**src/rtl/controlador_ram_dados.sv**
```systemverilog
// Access controller for the 11x11 data RAM: shares the single RAM port between
// the CPU load/store path (fixed priority) and a row-major, wrapping DMA burst engine.
module controlador_ram_dados #(
  parameter int NUM_LINHAS  = 11,
  parameter int NUM_COLUNAS = 11,
  parameter int ADDR_W      = 11,
  parameter int DATA_W      = 32,
  parameter int LEN_W       = 8
) (
  input  logic              clock,
  input  logic              reset,
  // CPU load/store path
  input  logic              cpu_req,
  input  logic              cpu_write,
  input  logic [ADDR_W-1:0] cpu_linha,
  input  logic [ADDR_W-1:0] cpu_coluna,
  input  logic [DATA_W-1:0] cpu_dados,
  output logic [DATA_W-1:0] cpu_saida,
  // DMA control
  input  logic              dma_start,
  input  logic              dma_write,
  input  logic [ADDR_W-1:0] dma_linha,
  input  logic [ADDR_W-1:0] dma_coluna,
  input  logic [LEN_W-1:0]  dma_len,
  // DMA write stream
  input  logic [DATA_W-1:0] dma_wdata,
  input  logic              dma_wvalid,
  output logic              dma_wready,
  // DMA read stream
  output logic [DATA_W-1:0] dma_rdata,
  output logic              dma_rvalid,
  input  logic              dma_rready,
  // DMA status
  output logic              dma_busy,
  output logic              dma_done,
  output logic              dma_erro,
  // RAM port
  output logic [DATA_W-1:0] ram_dados,
  output logic [ADDR_W-1:0] ram_linha,
  output logic [ADDR_W-1:0] ram_coluna,
  output logic              ram_write,
  input  logic [DATA_W-1:0] ram_saida
);

  typedef enum logic [1:0] {
    OCIOSO  = 2'd0,
    ESCRITA = 2'd1,
    LEITURA = 2'd2,
    FIM     = 2'd3
  } estado_t;

  localparam logic [ADDR_W-1:0] TOTAL_LINHAS   = ADDR_W'(NUM_LINHAS);
  localparam logic [ADDR_W-1:0] TOTAL_COLUNAS  = ADDR_W'(NUM_COLUNAS);
  localparam logic [ADDR_W-1:0] ULTIMA_LINHA   = ADDR_W'(NUM_LINHAS - 1);
  localparam logic [ADDR_W-1:0] ULTIMA_COLUNA  = ADDR_W'(NUM_COLUNAS - 1);
  localparam logic [ADDR_W-1:0] UM_ADDR        = ADDR_W'(1);
  localparam logic [LEN_W-1:0]  UM_LEN         = LEN_W'(1);

  estado_t           estado;
  logic [ADDR_W-1:0] linha_atual;
  logic [ADDR_W-1:0] coluna_atual;
  logic [LEN_W-1:0]  restante;

  logic [ADDR_W-1:0] prox_linha;
  logic [ADDR_W-1:0] prox_coluna;
  logic              inicio_invalido;
  logic              leitura_livre;
  logic              aceita_escrita;
  logic              concede_leitura;

  // Row-major advance; the last cell wraps back to (0,0).
  always_comb begin
    prox_linha  = linha_atual;
    prox_coluna = coluna_atual + UM_ADDR;
    if (coluna_atual == ULTIMA_COLUNA) begin
      prox_coluna = '0;
      prox_linha  = (linha_atual == ULTIMA_LINHA) ? '0 : linha_atual + UM_ADDR;
    end
  end

  always_comb begin
    inicio_invalido = (dma_linha >= TOTAL_LINHAS) || (dma_coluna >= TOTAL_COLUNAS);
    leitura_livre   = ~dma_rvalid | dma_rready;
    aceita_escrita  = (estado == ESCRITA) & ~cpu_req & dma_wvalid;
    concede_leitura = (estado == LEITURA) & ~cpu_req & (restante != '0) & leitura_livre;
    dma_wready      = (estado == ESCRITA) & ~cpu_req;
  end

  // RAM port mux: the CPU owns the port whenever it asks for it.
  always_comb begin
    cpu_saida = ram_saida;
    if (cpu_req) begin
      ram_linha  = cpu_linha;
      ram_coluna = cpu_coluna;
      ram_dados  = cpu_dados;
      ram_write  = cpu_write;
    end else begin
      ram_linha  = linha_atual;
      ram_coluna = coluna_atual;
      ram_dados  = dma_wdata;
      ram_write  = aceita_escrita;
    end
  end

  always_ff @(posedge clock or posedge reset) begin
    if (reset) begin
      estado       <= OCIOSO;
      linha_atual  <= '0;
      coluna_atual <= '0;
      restante     <= '0;
      dma_rdata    <= '0;
      dma_rvalid   <= 1'b0;
      dma_busy     <= 1'b0;
      dma_done     <= 1'b0;
      dma_erro     <= 1'b0;
    end else begin
      dma_done <= 1'b0;
      dma_erro <= 1'b0;
      case (estado)
        OCIOSO: begin
          if (dma_start) begin
            dma_busy <= 1'b1;
            if (inicio_invalido) begin
              estado   <= FIM;
              dma_done <= 1'b1;
              dma_erro <= 1'b1;
            end else if (dma_len == '0) begin
              estado   <= FIM;
              dma_done <= 1'b1;
            end else begin
              linha_atual  <= dma_linha;
              coluna_atual <= dma_coluna;
              restante     <= dma_len;
              estado       <= dma_write ? ESCRITA : LEITURA;
            end
          end
        end

        ESCRITA: begin
          if (aceita_escrita) begin
            linha_atual  <= prox_linha;
            coluna_atual <= prox_coluna;
            restante     <= restante - UM_LEN;
            if (restante == UM_LEN) begin
              estado   <= FIM;
              dma_done <= 1'b1;
            end
          end
        end

        LEITURA: begin
          // The output register only refills once its current word is taken.
          if (concede_leitura) begin
            dma_rdata    <= ram_saida;
            dma_rvalid   <= 1'b1;
            linha_atual  <= prox_linha;
            coluna_atual <= prox_coluna;
            restante     <= restante - UM_LEN;
          end else if (dma_rready) begin
            dma_rvalid <= 1'b0;
          end
          if ((restante == '0) && leitura_livre) begin
            estado   <= FIM;
            dma_done <= 1'b1;
          end
        end

        FIM: begin
          estado   <= OCIOSO;
          dma_busy <= 1'b0;
        end

        default: begin
          estado   <= OCIOSO;
          dma_busy <= 1'b0;
        end
      endcase
    end
  end

endmodule

```
**config.mk**
```make
export PLATFORM = sky130hd
export DESIGN_NAME = controlador_ram_dados
export DESIGN_NICKNAME = d
export VERILOG_FILES = /design/src/rtl/controlador_ram_dados.sv
export SDC_FILE = /design/constraint.sdc
export NUM_CORES = 1
export LEC_CHECK = 0
export BUFFER_PORTS_ARGS = -buffer_cell sky130_fd_sc_hd__buf_2
export CORE_MARGIN = 10
export CORE_UTILIZATION = 44
export CTS_CLUSTER_DIAMETER = 150
export DETAILED_ROUTE_END_ITERATION = 12
export GPL_ROUTABILITY_DRIVEN = 1
export PLACE_DENSITY = 0.85
export SETUP_SLACK_MARGIN = 0.1
export SLEW_MARGIN = 20
export SYNTH_ARGS = -nofsm -noshare
export SYNTH_HDL_FRONTEND = slang
export SYNTH_SLANG_ARGS = --single-unit
```
**constraint.sdc**
```tcl
create_clock -name clock -period 3.8 [get_ports clock]
set_input_delay 1.14 -clock clock [delete_from_list [all_inputs] [get_ports clock]]
set_output_delay 1.14 -clock clock [all_outputs]
set_load 0.03 [all_outputs]
```
Yosys cells after proc, flatten, opt, wreduce, memory -nomap -nowiden
Cells that the tools add are included.
{"block": "classes", "muxes": 47, "addsub": 3, "n_reduce_logical": 14, "order_cmp": 2, "n_eq_ne": 13, "bitwise": 8}
{"op": "2-to-1 mux 11 bit", "n": 15}
{"op": "case mux 11 bit (3 select lines)", "n": 2}
{"op": "2-to-1 mux 8 bit", "n": 5}
{"op": "2-to-1 mux 32 bit", "n": 1}
{"op": "case mux 8 bit (3 select lines)", "n": 1}
{"op": "adder 11 x 1 -> 11 bit, second input constant", "n": 2}
{"op": "equality test 11 x 4 -> 1 bit, second input constant", "n": 2}
{"op": ">= comparator 11 x 4 -> 1 bit, second input constant", "n": 2}
{"op": "zero test 8 bit", "n": 2}
{"op": "2-to-1 mux 2 bit", "n": 7}
{"op": "2-to-1 mux 1 bit", "n": 13}
{"op": "!= test 2 bit, second input constant", "n": 5}
{"op": "equality test 8 x 1 -> 1 bit, second input constant", "n": 1}
{"op": "case mux 2 bit (4 select lines)", "n": 1}
{"op": "nonzero test 8 bit", "n": 1}
{"op": "subtractor 8 x 1 -> 8 bit, second input constant", "n": 1}
{"op": "AND reduction 2 bit", "n": 3}
{"op": "AND reduction 6 bit", "n": 1}
{"op": "bitwise AND 1 bit", "n": 5}
{"op": "equality test 2 bit, second input constant", "n": 2}
{"op": "!= test 2 x 1 -> 1 bit, second input constant", "n": 2}
{"op": "AND reduction 4 bit", "n": 1}
{"op": "nonzero test 2 bit", "n": 2}
{"op": "case mux 1 bit (3 select lines)", "n": 1}
{"op": "8 further kinds", "n": 9}
{"block": "totals", "regBits": 68}

Logic depth before layout (Yosys ltp)
Gate-level depths: netlist of run 1.
{"block": "depth", "word_depth": 6, "depth_mapped": 9, "ltp_nobuf": 7}

Least setup slack after synthesis of run 1
Ideal clock, no wire load.
{"block": "synth_timing", "path_kind": "input to output", "start": "in cpu_req", "end": "out ram_coluna[0]", "slack_ns": 0.207, "arrival_ns": 2.453, "path_stages": 4, "path_cell_list": "clkbuf_1 clkbuf_1 clkbuf_1 o21ai_0"}
{"block": "synth_between", "elab_chain_len": 1}
{"element": "start: declaration", "line_no": "13", "text": "input logic cpu_req,"}
{"element": "2-to-1 mux 11 bit", "line_no": "92", "text": "if (cpu_req) begin"}
{"element": "end: declaration", "line_no": "40", "text": "output logic [ADDR_W-1:0] ram_coluna,"}
Every way passes these cells.

Worst setup path after layout of run 1
{"block": "layout_timing", "start": "in cpu_req", "end": "out ram_dados[29]"}
{"block": "layout_between", "elab_chain_len": 1}
{"element": "2-to-1 mux 32 bit", "line_no": "92"}
{"element": "end: declaration", "line_no": "38", "text": "output logic [DATA_W-1:0] ram_dados,"}
Every way passes these cells.

==> qor.csv, run 1 <==
metric,value,unit
slew margin rel.,50.0,%
core area,0.0103,sq mm
Seq cells post-synth,68,
Hold Buf Count CTS,0,
clock period minus worst slack,3.28,ns
final setup fails,0,
clock-pin slew on the worst setup and hold paths,0.08,ns
mapped cell area,0.00466,sq mm
Final Hold Viols,0,
PortBufs,279,
ys async rst share,100,%
Synth Area per Inst,9.90,sq um
cell with the most instances on the worst path,buf_2,
Worst Max-Slew Pin Slew,0.742,ns
largest family of logic cells by synthesized area,multiplexers,
adder-cell area share of the yosys netlist,2.95,%
simple-gate portion of the synthesized area,14.9,%
Initial DRC Count,267,
Avg WL per Cell,19.7,um
slowest CP cell,mux2_2,
kind of critical path,input port to primary output,
sequential element share of the synthesized area,36.5,%
Skew-Pair Late Insertion Delay,0.34,ns
Main synth FF type,dfrtp_1,
Worst Skew,0.0102,ns
met3 Use GR,5.56,%
met1 GRT Util,25.4,%
largest net degree at the start of global routing,69,
RSZ-0062 raised after global routing,no,
vias in the first global route,4885,
Compound-Gate Fraction of Synth Area,16.5,%
Crit path arrival time,2.14,ns
CP Data Required Time,2.66,ns
TritonCTS clock tree,built,
share of cells above drive strength 1,54.0,%
Yosys top cell area share,36.5,%
initial antenna violation count,1,
Max Cap Viol,0,
H-tree levels,3,
met2 GRT Util,34.9,%
gpl congestion,0.923,
Pwr Density,862,mW/mm^2
Peak VDD IR,423,uV
Synth Instances,471,
total track usage,20.6,%
Antenna Nets Post-Route,0,
via count,4712,
final setup TNS,0,ns
Final nets,882,
Placement Rows,37,
Ys Warns,0,
Crit Path Max Fanout,63,
WHS,0.485,ns
Post-synth EDFFs,0,
Post-CTS Resized,0,
f_max,305,MHz
net count after synthesis,638,
detailed placement HPWL,13800,um
Syn-to-layout area delta,33.3,%
CTS Buf Count,9,
Yosys top cell by area,dfrtp_1,
# clock sinks,68,
Total Wirelength,16900,um
Die ar.,0.0151,sq mm
final worst-path cycle share,86.2,%
post-route core utilization,60.2,%
Vias/cell,5.50,
1st-pass router iterations,5,
Post-Synth XOR/XNOR Area,0,%
DRC viols,0,
root buffer cell,clkbuf_8,
count of cell types in the netlist,60,
Setup crit end kind,primary output,
Starting Density,45.1,%
CP Launch Type,input port,
max-slew violations,0,
leakage power,3.03,nW
Hold Path Class,flip-flop to flip-flop,
CP Cell Sequence,"buf_2, buf_12, mux2_2, buf_2",
first-pass GRT wire length,25400,um
Most Crowded Layer GR,met2,
clk buf depth,2,
post-CTS setup repair buffer count,0,
Synth area leaders,"dfrtp_1 (37%), mux2_2 (17%), buf_4 (5.2%)",
post-synthesis mux area share,20.2,%
Ports,280,
die extent in x,123,um
CP peak stage delay,0.40,ns
gr ovfl total,0,
Die H,123,um
status,"finished, final reports clean",
==> cells in the final DEF (no fill, tap or decap), types with 3 or more instances in the layout <==
cell | Yosys | final
buf_4 | 32 | 9
o2bb2ai_1 | 8 | 8
nand4_1 | 6 | 6
nor2_1 | 15 | 15
nor3b_1 | 5 | 5
a211o_1 | 3 | 3
nor4_1 | 12 | 12
or4b_1 | 3 | 3
nand2b_1 | 5 | 5
a31oi_1 | 7 | 7
inv_1 | 19 | 18
o2111ai_1 | 8 | 8
nand2_1 | 34 | 34
nor2b_1 | 3 | 3
o22ai_1 | 4 | 4
o21ai_0 | 11 | 11
clkbuf_8 | 0 | 9
a22o_1 | 12 | 12
nor3_1 | 7 | 7
o21ai_1 | 4 | 4
buf_2 | 5 | 279
mux2_2 | 71 | 71
dfrtp_1 | 68 | 68
ha_1 | 11 | 11
mux2_1 | 11 | 11
o32ai_1 | 5 | 5
a21oi_1 | 22 | 22
and3_1 | 5 | 5
nand3_1 | 18 | 18
==> layer usage <==
layer | wire, um | vias to the layer above
li1 | - | 2227
met1 | 6900 | 2223
met2 | 8190 | 243
met3 | 1560 | 19
met4 | 209 | 0
met5 | 0 | -
==> layout make-up <==
| type | instances | area, sq um |
|---|---|---|
| Timing Repair Buffer | 290 | 1500 |
| Tap cell | 136 | 170 |
| Clock buffer | 9 | 124 |
| Fill cell | 857 | 4110 |
| Inverter | 20 | 75.1 |
| Clock inverter | 6 | 90.1 |
| Sequential cell | 68 | 1700 |
| Multi-Input combinational cell | 326 | 2540 |
| Antenna cell | 1 | 2.50 |
==> registers in the layout, indices dropped and copies added, names as in the netlist <==
signal / flops
coluna_atual: 11
dma_busy: 1
dma_done: 1
dma_erro: 1
dma_rdata: 32
dma_rvalid: 1
estado: 2
linha_atual: 11
restante: 8
==> worst max-delay path: cells and delay by family <==
kind     cells  cell delay [ns]
mux          1             0.40
buf+inv      3             0.59
==> power breakdown <==
group          internal [mW]  switching (mW)
clock                  0.367           0.283
sequential              1.09           0.329
combinational           1.19            2.09
total                   2.65            2.70
==> worst paths after layout <==
kind                            cells after the start          from  slack [ns]               end
worst max-delay path                                4       cpu_req        0.52     ram_dados[29]
worst min-delay path                                1  dma_rdata[4]        0.48      dma_rdata[4]
worst max register to register                      8   restante[0]        1.05  coluna_atual[10]
worst min register to register                      1  dma_rdata[4]        0.48      dma_rdata[4]
max in group asynchronous                           3         reset        2.65   linha_atual[10]
min in group asynchronous                           3         reset        0.87       restante[2]
==> cells by family after synthesis <==
logic type               Yosys count
AO/OA/AOI/OAI                    103
adder cells (fa/ha/maj)           11
buffers and inverters             77
flip-flops                        68
multiplexers                      84
AND/OR/NAND/NOR                  128
==> cell usage after synthesis, drive strengths merged, types with 3 or more instances <==
| library cell | n |
|---|---|
| a22o | 12 |
| o31ai | 3 |
| a21oi | 22 |
| nand2b | 6 |
| nor3b | 5 |
| nand3 | 19 |
| o2111ai | 8 |
| o21ai | 15 |
| clkbuf | 14 |
| o22ai | 4 |
| dfrtp | 68 |
| a31oi | 7 |
| nand4 | 6 |
| mux2 | 82 |
| nor3 | 8 |
| nor2b | 3 |
| o2bb2ai | 8 |
| or4b | 4 |
| nor4 | 12 |
| o32ai | 5 |
| ha | 11 |
| nand2 | 34 |
| buf | 43 |
| a211o | 3 |
| and3 | 5 |
| inv | 19 |
| nor2 | 16 |
==> metrics by stage <==
step | std cells | area [sq um] | setup WS (ns) | total power [mW]
4_1_cts | 855 | 6210 | 0.530 | 5.35
3_3_place_gp | 840 | 5990 | 0.564 | 4.59
5_1_grt | 855 | 6210 | 0.494 | 5.72
6_report | 856 | 6210 | 0.524 | 5.35
2_1_floorplan | 471 | 4660 | 0.207 | 3.73
3_5_place_dp | 840 | 5990 | 0.510 | 4.69
Note: power is estimated with default switching activity, not from simulation.
==> run 2: changes to the inputs <==
Settings changed: CORE_MARGIN 10 to 4, SKIP_LAST_GASP set to 1.
==> run 2 against run 1 <==
Net effect:
- largest cell class unchanged
- total power rose by 2.1%
- first-iteration DRC count rose by 18%
- utilization grew 0.41 points
- clock skew down 0.0021 ns
- critical path depth rose by 1
==> qor.csv, run 2 (synthesis results as in run 1) <==
metric,value,unit,change
status,"finished, final reports clean",,
gpl congestion,0.909,,-1.5%
share of cells above drive strength 1,54.0,%,about the same
"Largest delay share family, worst path",buffers and inverters,,
Total Wirelength,15400,um,-8.9%
vias in the first global route,4833,,-1.1%
Worst Reg-to-Reg Cells,8,,unchanged
initial antenna violation count,0,,-1
Min-Delay Endpoint,dma_rdata[0],,
Ports,280,,unchanged
root buffer cell,clkbuf_8,,
# clock sinks,68,,unchanged
CTS Buf Count,9,,unchanged
Crit path arrival time,2.12,ns,-0.02 ns
Final WS setup,0.537,ns,+0.0128 ns
leakage power,3.05,nW,+0.71%
Final nets,883,,+0.11%
via count,4809,,+2.1%
r2r endpoint,coluna_atual[10],,
R2R setup slack,1.07,ns,+0.02 ns
clock-pin slew on the worst setup and hold paths,0.07,ns,about the same
core area,0.0103,sq mm,unchanged
first-pass GRT wire length,24500,um,-3.7%
clk buf depth,2,,unchanged
Placement Rows,37,,unchanged
RSZ-0062 raised after global routing,no,,
area occupied by multi-input gates,0.00254,sq mm,unchanged
Die ar.,0.0123,sq mm,-19%
clock period minus worst slack,3.26,ns,-0.0128 ns
largest reg by FF count,dma_rdata,,
Reg area,0.00170,sq mm,unchanged
final setup fails,0,,unchanged
Syn-to-layout area delta,34.2,%,
"commonest non-fill, non-tap cell in the layout",buf_2,,
Vias/cell,5.61,,+1.9%
Skew-Pair Late Insertion Delay,0.34,ns,about the same
CP Cell Sequence,"buf_2, buf_12, nand2_1, nand2_1, buf_2",,
Peak VDD IR,484,uV,+14%
most frequent cells in the layout,"buf_2 (279), mux2_2 (71), dfrtp_1 (68), nand2_1 (34), a21oi_1 (22)",,
CP Launch Type,input port,,
worst r2r src,restante[0],,
H-tree levels,3,,unchanged
f_max,306,MHz,+0.39%
slowest CP cell,buf_12,,
dpl ws,0.553,ns,+0.0430 ns
largest net degree at the start of global routing,64,,-7.2%
die extent in x,111,um,-9.8%
kind of critical path,input port to primary output,,
PortBufs,279,,unchanged
Final Hold Viols,0,,unchanged
slew margin rel.,57.1,%,+7.1 points
Die H,111,um,-9.8%
post-CTS setup repair buffer count,0,,unchanged
TritonCTS clock tree,built,,
Largest regs,"dma_rdata (32), coluna_atual (11), linha_atual (11)",,
Worst Skew,0.00809,ns,-0.00214 ns
Hold Path Class,flip-flop to flip-flop,,
Hold Buf Count CTS,0,,unchanged
Post-CTS Resized,0,,unchanged
Hold Crit Start,dma_rdata[0],,
DRC viols,0,,unchanged
hold path cells,1,,unchanged
# diodes,0,,-1
Starting Density,45.1,%,unchanged
max reg flops,32,,unchanged
Max Cap Viol,0,,unchanged
Pwr Density,873,mW/mm^2,+1.4%
CP Data Required Time,2.66,ns,about the same
detailed placement HPWL,12300,um,-11%
1st-pass router iterations,4,,-1
Setup crit end kind,primary output,,
Initial DRC Count,316,,+18%
CP peak stage delay,0.29,ns,-0.11 ns
Antenna Nets Post-Route,0,,unchanged
CP bufs+invs,3,,unchanged
gr ovfl total,0,,unchanged
Filler Cell Count,856,,-0.12%
final worst-path cycle share,85.9,%,-0.34 points
Worst Max-Slew Pin Slew,0.637,ns,-0.105 ns
max-slew violations,0,,unchanged
final setup TNS,0,ns,unchanged
Crit Path Max Fanout,63,,unchanged
Avg WL per Cell,17.9,um,-9.0%
total track usage,24.0,%,+3.4 points
## run 2: cell count changes in the layout (fill, tap and decap cells not counted), sizes merged
| cell | delta |
|---|---|
| buf | +1 |
| clkbuf | +1 |
| clkinv | -2 |
| diode | -1 |
| bufinv | +2 |
## run 2: report_power, final
part | internal [mW] | total (mW) | switching [mW]
combinational | 1.19 | 3.25 | 2.06
sequential | 1.09 | 1.43 | 0.336
clock | 0.504 | 0.783 | 0.279
## run 2: metal layers
| metal | global-route usage (%) | up-vias | part of all wire [%] |
|---|---|---|---|
| li1 | - | 2220 | - |
| met2 | 41.3 | 289 | 49 |
| met4 | 8.37 | 0 | 2.1 |
| met5 | 0 | - | 0 |
| met1 | 29.8 | 2272 | 40 |
| met3 | 5.24 | 28 | 9.2 |
## run 2: stage by stage
step / utilization (%) / hold WS, ns / instances / power [mW] / cell area, sq um
after global routing: 60.6 / 0.511 / 857 / 5.83 / 6250
after detailed placement: 58.0 / 0.471 / 841 / 4.65 / 5990
final: 60.6 / 0.486 / 857 / 5.46 / 6250
after global placement: 58.0 / 0.463 / 841 / 4.54 / 5990
after floorplan: - / 0.484 / 471 / 3.73 / 4660
after CTS: 60.6 / 0.489 / 857 / 5.46 / 6250
## run 2: worst max path at each step
stage / from / endpoint / cells past startpoint
2_1_floorplan: cpu_req / ram_coluna[0] / 4
3_3_place_gp: cpu_req / ram_write / 5
3_5_place_dp: cpu_req / ram_dados[19] / 4
4_1_cts: cpu_req / ram_dados[19] / 4
5_1_grt: cpu_req / ram_dados[29] / 4
6_report: cpu_req / ram_write / 5
## run 2: area by class of cell
cell class | count | area share [%]
multi-input combinational | 326 | 40.7
clock inverter | 6 | 2.18
inverter | 20 | 1.20
timing repair buffer | 291 | 24.0
sequential | 68 | 27.2
clock buffer | 10 | 2.04
tap | 136 | 2.72
==> run 3: changes to the inputs <==
Settings changed: RECOVER_POWER set to 25.
==> run 3 against run 2 <==
Net effect:
- the flow now finishes with violations (capacitance limit, slew limit)
- sequential power barely moved
- die area unchanged
- register-to-register slack hardly changed
- count of clock-buffer cells in the layout is the same
- critical path depth fell by 1
- sequential share of layout area about the same
- first-iteration DRC count down 5.4%
- routed wire length decreased by 0.14%
- flip-flop and latch count did not move
- via count decreased by 0.35%
- utilization is 0.085 points lower
==> qor.csv, run 3 (synthesis results as in run 1) <==
metric,value,unit,change
clock period minus worst slack,3.26,ns,-0.00183 ns
root buffer cell,clkbuf_8,,
kind of critical path,input port to primary output,,
Largest regs,"dma_rdata (32), coluna_atual (11), linha_atual (11)",,
clk buf depth,2,,unchanged
final setup TNS,0,ns,unchanged
Worst Max-Slew Pin Slew,2.11,ns,+1.47 ns
hold path cells,1,,unchanged
via count,4792,,-0.35%
gr ovfl total,0,,unchanged
CP Launch Type,input port,,
clock-pin slew on the worst setup and hold paths,0.07,ns,about the same
met3 Use GR,5.24,%,unchanged
Worst Reg-to-Reg Cells,9,,+1
Peak VDD IR,484,uV,about the same
1st-pass router iterations,5,,+1
die extent in x,111,um,unchanged
Min-Delay Endpoint,dma_rdata[0],,
Crit Path Max Fanout,63,,unchanged
PortBufs,279,,unchanged
worst r2r src,restante[0],,
met1 GRT Util,29.8,%,unchanged
Skew-Pair Late Insertion Delay,0.33,ns,about the same
Die H,111,um,unchanged
leakage power,3.04,nW,-0.29%
Final nets,883,,unchanged
cell with the most instances on the worst path,buf_2,,
# diodes,0,,unchanged
detailed placement HPWL,12300,um,unchanged
Hold Crit Start,dma_rdata[0],,
# clock sinks,68,,unchanged
most frequent cells in the layout,"buf_2 (278), mux2_2 (71), dfrtp_1 (68), nand2_1 (34), a21oi_1 (22)",,
Filler Cell Count,861,,+0.58%
Most Crowded Layer GR,met2,,
Final WS setup,0.539,ns,+0.00183 ns
f_max,307,MHz,about the same
TritonCTS clock tree,built,,
Max Cap Viol,1,,+1
total track usage,24.0,%,unchanged
Final Hold Viols,0,,unchanged
Placement Rows,37,,unchanged
first-pass GRT wire length,24500,um,unchanged
slowest CP cell,mux2_2,,
Hold Path Class,flip-flop to flip-flop,,
slew margin rel.,-40.7,%,-98 points
Pwr Density,874,mW/mm^2,about the same
Hold Buf Count CTS,0,,unchanged
Crit path arrival time,2.12,ns,about the same
CP peak stage delay,0.39,ns,+0.10 ns
Worst Skew,0.00815,ns,+0.0000544 ns
core area,0.0103,sq mm,unchanged
final worst-path cycle share,85.8,%,about the same
Setup crit end kind,primary output,,
Reg area,0.00170,sq mm,unchanged
gpl congestion,0.909,,unchanged
dpl ws,0.553,ns,unchanged
r2r endpoint,coluna_atual[3],,
status,"finished, violations left",,
Antenna Nets Post-Route,0,,unchanged
post-CTS setup repair buffer count,0,,unchanged
max reg flops,32,,unchanged
RSZ-0062 raised after global routing,no,,
largest net degree at the start of global routing,64,,unchanged
final setup fails,0,,unchanged
failing checks,"capacitance limit, slew limit",,
share of cells above drive strength 1,53.4,%,-0.55 points
Starting Density,45.1,%,unchanged
Total Wirelength,15300,um,-0.14%
Syn-to-layout area delta,34.0,%,
Initial DRC Count,299,,-5.4%
Post-CTS Resized,0,,unchanged
CP Cell Sequence,"buf_2, buf_12, mux2_2, buf_2",,
Vias/cell,5.59,,-0.35%
largest reg by FF count,dma_rdata,,
R2R setup slack,1.06,ns,about the same
met2 GRT Util,41.3,%,unchanged
Ports,280,,unchanged
CTS Buf Count,9,,unchanged
CP Data Required Time,2.66,ns,about the same
DRC viols,0,,unchanged
H-tree levels,3,,unchanged
max-slew violations,38,,+38
vias in the first global route,4833,,unchanged
"commonest non-fill, non-tap cell in the layout",buf_2,,
area occupied by multi-input gates,0.00254,sq mm,unchanged
Die ar.,0.0123,sq mm,unchanged
Avg WL per Cell,17.9,um,-0.14%
initial antenna violation count,0,,unchanged
==> run 3: changes by cell type in the layout (fill, tap and decap cells not counted), sizes merged <==
cell and delta:
clkbuf +3, buf -3
==> run 3: routing by layer <==
layer  up-vias  routed length [um]
met5         -                   0
met4         0                 335
met3        30                1430
met2       296                7530
met1      2244                6050
li1       2222                   -
==> run 3: critical path: cells and delay by family <==
family	cells	cell delay, ns
buffers and inverters	3	0.57
muxes	1	0.39
==> run 3: stage by stage <==
step                      cells  cell area (sq um)  power [mW]  util [%]  hold WS, ns
after floorplan             471               4660        3.73         -        0.484
after global placement      841               5990        4.54      58.0        0.463
after detailed placement    841               5990        4.65      58.0        0.471
after CTS                   857               6250        5.46      60.6        0.489
after global routing        857               6240        5.82      60.5        0.511
final                       857               6240        5.46      60.5        0.486
==> run 3: worst max path at each step <==
stage,startpoint,end,depth (start not counted)
global placement,cpu_req,ram_write,5
floorplan,cpu_req,ram_coluna[0],4
CTS,cpu_req,ram_dados[19],4
global route,reset,estado[0],3
finish,cpu_req,ram_dados[13],4
detailed placement,cpu_req,ram_dados[19],4
==> run 3: power breakdown <==
group | total [mW] | switching, mW | internal, mW
sequential | 1.43 | 0.334 | 1.09
combinational | 3.25 | 2.06 | 1.19
clock | 0.782 | 0.278 | 0.504
total | 5.46 | 2.67 | 2.79
==> run 3: layout make-up <==
cell class	instances	area share, %
clock buffers	10	2.04
clock inverters	6	2.18
inverters	20	1.20
multi-input cells	326	40.7
flip-flops and latches	68	27.2
well taps	136	2.72
repair buffers	291	23.9
